==> src/rtl/muldiv_unit.sv <==
// Iterative RV32M multiply/divide unit: one shift-add or restoring shift-subtract step per cycle.
// Divide-by-zero and signed overflow bypass the iteration and finish on the next edge.
module muldiv_unit #(
  parameter int unsigned XLEN = 32
) (
  input  logic            clk,
  input  logic            reset,
  input  logic            start,
  input  logic [2:0]      op,
  input  logic [XLEN-1:0] a,
  input  logic [XLEN-1:0] b,
  output logic            busy,
  output logic            done,
  output logic [XLEN-1:0] result
);

  localparam int unsigned CW = $clog2(XLEN);

  typedef enum logic [1:0] {StIdle, StBusy, StDone} state_e;

  state_e          state_q, state_d;
  logic [2:0]      op_q;
  logic [CW-1:0]   cnt_q;
  logic [XLEN-1:0] hi_q, lo_q, opnd_q, result_q;
  logic            neg_q;

  // Operand decode, only meaningful while idle
  logic            a_signed, b_signed, neg_a, neg_b, div_zero, div_ovf, special;
  logic [XLEN-1:0] mag_a, mag_b, special_res;

  always_comb begin
    a_signed    = op[2] ? ~op[0] : (op[1:0] == 2'b01 || op[1:0] == 2'b10);
    b_signed    = op[2] ? ~op[0] : (op[1:0] == 2'b01);
    neg_a       = a_signed & a[XLEN-1];
    neg_b       = b_signed & b[XLEN-1];
    mag_a       = neg_a ? -a : a;
    mag_b       = neg_b ? -b : b;
    div_zero    = op[2] & (b == '0);
    div_ovf     = op[2] & ~op[0] & (a == {1'b1, {(XLEN-1){1'b0}}}) & (b == '1);
    special     = div_zero | div_ovf;
    special_res = div_zero ? (op[1] ? a : '1) : (op[1] ? '0 : a);
  end

  // One iteration step; lo holds multiplier (mul) or dividend/quotient (div)
  logic [XLEN:0]     add_sum, shifted, trial;
  logic              qbit, last;
  logic [XLEN-1:0]   hi_n, lo_n, quo_s, rem_s, final_res;
  logic [2*XLEN-1:0] prod_s;

  always_comb begin
    add_sum = {1'b0, hi_q} + (lo_q[0] ? {1'b0, opnd_q} : '0);
    shifted = {hi_q, lo_q[XLEN-1]};
    trial   = shifted - {1'b0, opnd_q};
    qbit    = ~trial[XLEN];
    if (op_q[2]) begin
      hi_n = qbit ? trial[XLEN-1:0] : shifted[XLEN-1:0];
      lo_n = {lo_q[XLEN-2:0], qbit};
    end else begin
      hi_n = add_sum[XLEN:1];
      lo_n = {add_sum[0], lo_q[XLEN-1:1]};
    end
    prod_s = neg_q ? -{hi_n, lo_n} : {hi_n, lo_n};
    quo_s  = neg_q ? -lo_n : lo_n;
    rem_s  = neg_q ? -hi_n : hi_n;
    if (op_q[2])               final_res = op_q[1] ? rem_s : quo_s;
    else if (op_q[1:0] == '0)  final_res = prod_s[XLEN-1:0];
    else                       final_res = prod_s[2*XLEN-1:XLEN];
    last = (cnt_q == CW'(XLEN - 1));
  end

  always_ff @(posedge clk or posedge reset) begin
    if (reset) state_q <= StIdle;
    else       state_q <= state_d;
  end

  always_comb begin
    state_d = state_q;
    unique case (state_q)
      StIdle:  if (start) state_d = special ? StDone : StBusy;
      StBusy:  if (last) state_d = StDone;
      StDone:  state_d = StIdle;
      default: state_d = StIdle;
    endcase
  end

  always_comb begin
    busy = (state_q == StBusy);
    done = (state_q == StDone);
  end

  always_ff @(posedge clk or posedge reset) begin
    if (reset) begin
      op_q     <= '0;
      cnt_q    <= '0;
      hi_q     <= '0;
      lo_q     <= '0;
      opnd_q   <= '0;
      neg_q    <= 1'b0;
      result_q <= '0;
    end else begin
      unique case (state_q)
        StIdle: if (start) begin
          op_q   <= op;
          cnt_q  <= '0;
          hi_q   <= '0;
          lo_q   <= op[2] ? mag_a : mag_b;
          opnd_q <= op[2] ? mag_b : mag_a;
          // Remainder takes the dividend's sign; everything else the product of signs
          neg_q  <= (op[2] & op[1]) ? neg_a : (neg_a ^ neg_b);
          if (special) result_q <= special_res;
        end
        StBusy: begin
          hi_q  <= hi_n;
          lo_q  <= lo_n;
          cnt_q <= cnt_q + CW'(1);
          if (last) result_q <= final_res;
        end
        default: ;
      endcase
    end
  end

  assign result = result_q;

endmodule

==> config.mk <==
export PLATFORM = sky130hd
export DESIGN_NAME = muldiv_unit
export DESIGN_NICKNAME = d
export VERILOG_FILES = /design/src/rtl/muldiv_unit.sv
export SDC_FILE = /design/constraint.sdc
export NUM_CORES = 1
export LEC_CHECK = 0
export BUFFER_PORTS_ARGS = -buffer_cell sky130_fd_sc_hd__buf_2
export CAP_MARGIN = 30
export CORE_MARGIN = 2
export CORE_UTILIZATION = 45
export DETAILED_ROUTE_END_ITERATION = 12
export PLACE_DENSITY_LB_ADDON = 0.15
export REMOVE_ABC_BUFFERS = 1
export SYNTH_ARGS = -nofsm -noshare
export SYNTH_HDL_FRONTEND = slang
export SYNTH_SLANG_ARGS = --single-unit
==> constraint.sdc <==
create_clock -name clk -period 17.1 [get_ports clk]
set_input_delay 5.13 -clock clk [delete_from_list [all_inputs] [get_ports clk]]
set_output_delay 5.13 -clock clk [all_outputs]
set_load 0.05 [all_outputs]
Word-level counts from Yosys, hierarchy flattened
Index checks and enable logic that the tools add are counted.
{ "word_totals": {"register_bits": 139, "latch_bits": 0, "ram_bits": 0, "rom_bits": 0, "inputBits": 70, "wordCells": 80, "n_memories": 0} }
{ "op_classes": {"n_addsub": 8, "n_mul": 0, "n_div": 0, "magnitude_cmp": 0, "eq_ne": 10, "shifts": 0, "muxes": 34, "bitwise": 11, "reduce_logical": 9} }
{ "ops": {"columns": ["operator", "count"], "rows": [
  ["32-bit two-way mux", 21],
  ["32-bit one-hot mux with 2 select lines", 3],
  ["32-bit negation", 4],
  ["32-bit equality test, second input constant", 2],
  ["64-bit two-way mux", 1],
  ["64-bit negation", 1],
  ["32-bit by 32-bit adder with 33-bit output", 1],
  ["33-bit by 32-bit subtractor with 33-bit output", 1],
  ["32-bit zero test", 1],
  ["5-bit one-hot mux with 2 select lines", 1],
  ["1-bit AND", 7],
  ["2-bit two-way mux", 3],
  ["2-bit AND reduction", 3],
  ["5-bit by 1-bit adder with 5-bit output, second input constant", 1],
  ["5-bit equality test, second input constant", 1],
  ["5-bit two-way mux", 1],
  ["2-bit by 1-bit equality test with 1-bit output, second input constant", 2],
  ["2-bit equality test, second input constant", 2],
  ["2-bit zero test", 2],
  ["2-bit != test, second input constant", 2],
  ["2-bit one-hot mux with 2 select lines", 1],
  ["4-bit AND reduction", 1],
  ["1-bit two-way mux", 3],
  ["2-bit by 1-bit != test with 1-bit output, second input constant", 1],
  ["5 further kinds", 6]
]} }

Depth between registers and ports, before layout
Gate-level depths: netlist (run 1).
{ "logic_depth": {"depth_word": 9, "ltp_mapped": 27, "ltp_nobuf": 24} }

Worst setup path after synthesis (run 1)
No wires, ideal clock.
{ "synth_path": {"kind": "input -> register", "startpoint": "input b[6]", "endpoint": "register result_q[30], in the netlist result[30]", "setup_time_ps": 140, "arrival_time_ps": 8166, "required_time_ps": 16960, "setup_slack_ps": 8794, "stages": 15, "n_path_buf": 2, "cell_sequence": "or4_1 > nor3_2 > nand3_2 > nor4_4 > nand2_2 > or4b_1 > buf_2 > o31ai_1 > o22ai_1 > or2_1 > buf_2 > inv_2 > nand2_1 > a2111oi_0 > a31oi_1"} }
{ "synth_between": {"elab_chain_len": 6} }
{ "synth_lines": {"columns": ["item", "line", "rtl"], "rows": [
  ["from (decl)", "11", "input logic [XLEN-1:0] b,"],
  ["32-bit zero test", "38", "div_zero = op[2] & (b == '0);"],
  ["1-bit AND", "38", null],
  ["32-bit two-way mux", "41", "special_res = div_zero ? (op[1] ? a : '1) : (op[1] ? '0 : a);"],
  ["32-bit two-way mux", "110", "if (special) result_q <= special_res;"],
  ["32-bit two-way mux", "102", "StIdle: if (start) begin"],
  ["32-bit one-hot mux with 2 select lines", "101", "unique case (state_q)"],
  ["to (signal assigned)", "110", null],
  ["to (signal assigned)", "116", "if (last) result_q <= final_res;"],
  ["to (decl)", "24", "logic [XLEN-1:0] hi_q, lo_q, opnd_q, result_q;"]
]} }
Several ways; a longest one is shown, not always the timed one. The select of a mux whose other input is x is not followed.
A chain may end at the register's enable or synchronous reset.

Worst setup path in the final report (run 1)
{ "layout_path": {"startpoint": "input op[2]", "endpoint": "register result_q[30], in the netlist result[30]"} }
{ "layout_between": {"elab_chain_len": 6} }
{ "layout_lines": {"columns": ["item", "line", "rtl"], "rows": [
  ["from (decl)", "9", "input logic [2:0] op,"],
  ["1-bit AND (3 in series)", "39", "div_ovf = op[2] & ~op[0] & (a == {1'b1, {(XLEN-1){1'b0}}}) & (b == '1);"],
  ["1-bit OR", "40", "special = div_zero | div_ovf;"],
  ["2-bit != test (no source line)", null, null],
  ["4-bit AND reduction (no source line)", null, null]
]} }
Several ways; a longest one is shown, not always the timed one. The select of a mux whose other input is x is not followed.

==> reports/qor.yml, run 1 <==
cells_and_area:
  utilization_pct: 49.5
  design_area_um2: 17600
  finalNetCount: 2357
  synthToLayoutAreaGrowth_pct: 8.57
  nFillCells: 3567
  drive_above_1_share_pct: 11.2
critical_path:
  cp_max_fo: 61
  cp.arrival_ns: 9.65
  reg2reg_to: "result[14]"
  critPathKind: "in -> reg"
  worstPathRequired_ns: 17.41
  cp-start-kind: "input port"
  r2r_start: "lo_q[31]"
  r2r_slack_ns: 10.27
  r2r_cells: 24
  crit_path_end_kind: "register"
sta:
  finalSetupViolCount: 0
  post-route-period-util_pct: 54.6
  hold_violations: 0
  slew_headroom_pct: 28.6
  tightest_slew_ns: 1.07
  clock_skew_ns: 0.0119
  drv_slew: 0
  fmax_ghz: 0.107
  setup_tns_ns: 0
  fin_crit_ns: 9.34
  rsz0062_at_grt: "no"
placement:
  dp_hpwl_mm: 47.9
  portBuffers: 103
  postPlaceCellArea_um2: 16900
  gp_congestion: 0.978
logic_synthesis:
  synthArstFlopShare_pct: 100
  synth.avg_cell_area_um2: 7.36
  yosysTopAreaCellShare_pct: 21.5
  ys_ff_latch: 139
  synth_cells: 2199
  yosys-top-cells-count: "nand2_1, a21oi_1, o21ai_0, nor2_1, dfrtp_1"
  synth_edf_count: 0
  ys.flop_type: "dfrtp_1"
  synth_top_family_by_area: "compound AO/OA/AOI/OAI gates"
  synthDistinctLibCells: 105
  yosys_warnings: 0
  synth.most_common_cell: "nand2_1"
  synth_seq_area_share_pct: 21.5
  netlist_top_cells_area: "dfrtp_1, a21oi_1, o21ai_0, nand2_1, xnor2_1"
  synthXorXnorAreaFrac_pct: 9.65
  synth_simple_gate_area_share_pct: 21.8
  synth.area.mux_share_pct: 4.26
  synth_top_cell_by_area: "dfrtp_1"
  synthAdderAreaFrac_pct: 5.88
  synth_compound_area_share_pct: 31.8
  syn-cell-area_um2: 16200
global_route:
  antenna_found_initial: 2
  grt_pass1_vias: 15800
  grt_overflow: 0
  grt_pass1_wl_mm: 95.6
  grt_use_total_pct: 32.6
  grt_max_degree: 94
routing:
  met3WireLength_mm: 4.14
  via_per_inst: 6.37
  wl_mm: 62.2
  antenna_left: 0
  drc: 0
  num_vias: 17100
  route.met2.wl_mm: 27.5
  met1Wirelength_mm: 28.5
  drtIter0Drc: 1951
  routed.top_layer: "met4"
  first_pass_iters: 8
  wl_per_cell_um: 23.1
cts:
  cts_root_buffer: "clkbuf_16"
  cts_tree: "built"
  postCtsSetupBuffers: 0
  postCtsHoldBufs: 0
  cts-htree-levels: 4
  cts_buffers: 17
  path_clk_slew_ns: 0.06
  cts_buffer_depth: 2
  clk-insertion-delay-late_ns: 0.45
  ctsResizeCount: 0
  clkSinkCount: 139
pwr:
  irDropWorstVdd_mv: 0.0843
  p_leak_uw: 0.00730
  p_per_area_nw_per_um2: 245
hold_path:
  min_from: "cnt_q[3]"
  hold_end: "cnt_q[3]"
  hold_class: "reg -> reg"
  holdPathStages: 1
floorplanning:
  core_area_um2: 35500
  dieArea_um2: 37500
  die_height_um: 194
  row_count: 69
  die_width_um: 194
  start_util_pct: 45.6
  ioPinCount: 104
run:
  drv_cap: 0
run_status:
  status: "finished clean"
[report_power, final]
part	leakage, uW	internal [uW]	total, uW	switching, uW
Clock	0.000299	240	398	157
Combinational	0.00526	1100	3230	2130
Sequential	0.00174	478	680	201
Total	0.00730	1820	4310	2490
[worst max-delay path, stage by stage]
cell and delay [ns]:
buf_4 0.37, buf_4 0.53, nand4b_1 0.21, nor4_1 0.56, nand4_1 0.14, or4_1 0.42
o31ai_1 0.25, o22ai_1 0.13, or2_2 0.29, buf_4 0.29, inv_2 0.40, nand2_1 0.35
a2111oi_0 0.37, a31oi_1 0.14
[state kept, by name, indices dropped and copies added (netlist names)]
signal	flops
result	32
state_q	2
lo_q	32
neg_q	1
op_q	3
opnd_q	32
cnt_q	5
hi_q	32
[routing by layer]
metal  GRT usage (%)  up-vias
met4            11.3        0
met2            50.6      689
li1                -     8104
met3            4.04      104
met1            46.7     8233
met5               0        -
[cell families after synthesis]
family	Yosys count
compound gates	797
simple gates	744
buf+inv	204
xor+xnor	174
flops	139
fa+ha+maj	75
mux	66
[area by class of cell]
class | instances | area [um^2] | share of cell area (%)
Multi-Input combinational cell | 1856 | 11900 | 67.6
Sequential cell | 139 | 3480 | 19.8
Timing Repair Buffer | 132 | 753 | 4.29
Tap cell | 461 | 577 | 3.28
Clock buffer | 21 | 470 | 2.68
Inverter | 67 | 256 | 1.46
Clock inverter | 11 | 143 | 0.812
Antenna cell | 1 | 2.50 | 0.0142
[through the flow]
stage | cells | setup slack [ns] | power [uW] | hold WS, ns
after floorplan | 2062 | 8.09 | 2870 | 0.449
after global placement | 2653 | 7.43 | 3780 | 0.467
after detailed placement | 2654 | 7.36 | 3810 | 0.480
after CTS | 2686 | 7.83 | 4230 | 0.496
after global routing | 2687 | 7.47 | 4600 | 0.520
final | 2688 | 7.76 | 4310 | 0.499
[layout by cell type, fill, tap and decap left out, drive strengths merged, types with 25 or more instances in the layout]
master	n
and2	44
a211oi	28
nand2	272
xnor2	106
xor2	68
o31ai	32
o21ai	227
nor2	184
inv	66
dfrtp	139
mux2i	43
ha	72
a31oi	25
a21o	27
nand3	38
nor3	55
nand4	30
o211ai	26
a22oi	30
a21oi	234
buf	132
[worst max path at each step]
stage,from,end,slack (ns),cells past startpoint
after floorplan,b[6],result[30],8.09,13
after global placement,op[2],result[30],7.43,14
after detailed placement,op[2],result[30],7.36,14
after CTS,op[2],result[30],7.83,14
after global routing,op[2],result[30],7.47,14
final,op[2],result[30],7.76,14
(Power assumes the default switching activity.)
==> run 2, diff against run 1 <==
Clock period 17.1 ns to 9.15 ns, I/O delays scaled along.
==> run 2 against run 1 <==
Against the previous run:
- non-clock buffer count rose by 3
- power is 87% higher
- largest power group unchanged
- combinational power grew 89%
==> reports/qor.yml, run 2 (synthesized netlist as in run 1, its figures left out) <==
sta:
  fin_crit_ns: 6.95
  hold_violations: 0
  clock_skew_ns: 0.0102
  slew_headroom_pct: 25.1
  setup_tns_ns: 0
  timing.hold.ws_ns: 0.500
  drv_slew: 0
  tightest_slew_ns: 1.11
  post-route-period-util_pct: 75.9
  rsz0062_at_grt: "no"
  fmax_ghz: 0.144
  finalSetupViolCount: 0
floorplanning:
  core_area_um2: 35500
  die_height_um: 194
  ioPinCount: 104
  start_util_pct: 45.6
  die_width_um: 194
  dieArea_um2: 37500
  row_count: 69
cells_and_area:
  insertedDiodeCount: 0
  finalNetCount: 2360
  final_common_cell: "nand2_1"
  synthToLayoutAreaGrowth_pct: 8.76
  drive_above_1_share_pct: 11.2
  mostFrequentLayoutCells: "nand2_1, a21oi_1, o21ai_0, nor2_1, dfrtp_1"
cts:
  ctsResizeCount: 0
  cts-htree-levels: 4
  cts_root_buffer: "clkbuf_16"
  postCtsSetupBuffers: 0
  path_clk_slew_ns: 0.06
  clk-insertion-delay-late_ns: 0.45
  cts_buffers: 17
  cts_buffer_depth: 2
  postCtsHoldBufs: 0
  clkSinkCount: 139
  cts_tree: "built"
routing:
  via_per_inst: 6.39
  first_pass_iters: 5
  wl_per_cell_um: 23.4
  num_vias: 17200
  drtIter0Drc: 1699
  antenna_left: 0
  wl_mm: 62.9
  drc: 0
hold_path:
  min_from: "result[1]"
  hold_end: "result[1]"
  hold_class: "reg -> reg"
  holdPathStages: 1
critical_path:
  crit_chain: "buf_2 > or4_1 > nor3_2 > nand3_2 > nor4_4 > nand2_2 > or4b_1 > o31ai_1 > o22ai_1 > or2_2 > buf_4 > inv_2 > nand2_1 > a2111oi_0 > a31oi_1"
  cp_max_fo: 44
  critPathKind: "in -> reg"
  slowest_stage: "or4b_1"
  worstPathRequired_ns: 9.46
  cp-start-kind: "input port"
  reg2reg_to: "result[14]"
  critPathBufInv: 3
  cp_top_family: "simple AND/OR/NAND/NOR gates"
  crit_path_end_kind: "register"
  r2r_slack_ns: 2.44
  cpPeakStageDelay_ns: 0.69
  cp.arrival_ns: 7.26
  r2r_cells: 24
  r2r_start: "lo_q[31]"
global_route:
  grt_pass1_vias: 16000
  grt_max_degree: 82
  grt_pass1_wl_mm: 96.1
  grt_overflow: 0
  antenna_found_initial: 0
  grt_use_total_pct: 32.8
placement:
  portBuffers: 103
  gp_congestion: 1.01
  dp_hpwl_mm: 48.1
run_status:
  status: "finished clean"
pwr:
  p_leak_uw: 0.00732
  p_per_area_nw_per_um2: 459
  irDropWorstVdd_mv: 0.205
run:
  drv_cap: 0
[run 2: changes by cell type in the layout (fill, tap and decap cells not counted), sizes merged]
cell / change
clkbuf: +3
clkinv: -3
buf: +3
diode: -1
clkinvlp: -1
[run 2: power by group]
part	internal, uW	total (uW)	switching (uW)
sequential	895	1230	337
clock	455	745	290
combinational	2080	6100	4020
total	3430	8070	4650
[run 2: how the worst max path moves through the flow]
stage / slack, ns / from / cells past startpoint / end
2_1_floorplan: 2.53 / b[6] / 13 / result[30]
3_3_place_gp: 1.92 / b[6] / 15 / result[30]
4_1_cts: 2.23 / b[6] / 15 / result[30]
6_report: 2.20 / b[6] / 15 / result[30]
5_1_grt: 1.94 / b[2] / 14 / result[30]
3_5_place_dp: 1.79 / b[6] / 15 / result[30]
[run 2: per-stage QoR]
stage / setup slack [ns] / power [uW] / instance area (um^2) / std cells / utilization [%]
3_5_place_dp: 1.79 / 7150 / 17000 / 2656 / 47.9
6_report: 2.20 / 8070 / 17600 / 2689 / 49.6
5_1_grt: 1.94 / 8600 / 17600 / 2689 / 49.6
4_1_cts: 2.23 / 7930 / 17600 / 2687 / 49.6
2_1_floorplan: 2.53 / 5360 / 15600 / 2062 / -
3_3_place_gp: 1.92 / 7080 / 16900 / 2654 / 47.7
[run 2: routing by layer]
layer	track usage (%)	vias up	part of all wire, %
li1	-	8077	-
met1	45.5	8204	44
met2	51.3	771	44
met3	4.75	144	7.4
met4	13.1	0	3.9
met5	0	-	0
[run 2: area by class of cell]
type                            instances  area [um^2]
Clock buffer                           24          492
Clock inverter                          7          113
Fill cell                            3556        17900
Inverter                               67          256
Multi-Input combinational cell       1856        11900
Sequential cell                       139         3480
Tap cell                              461          577
Timing Repair Buffer                  135          796
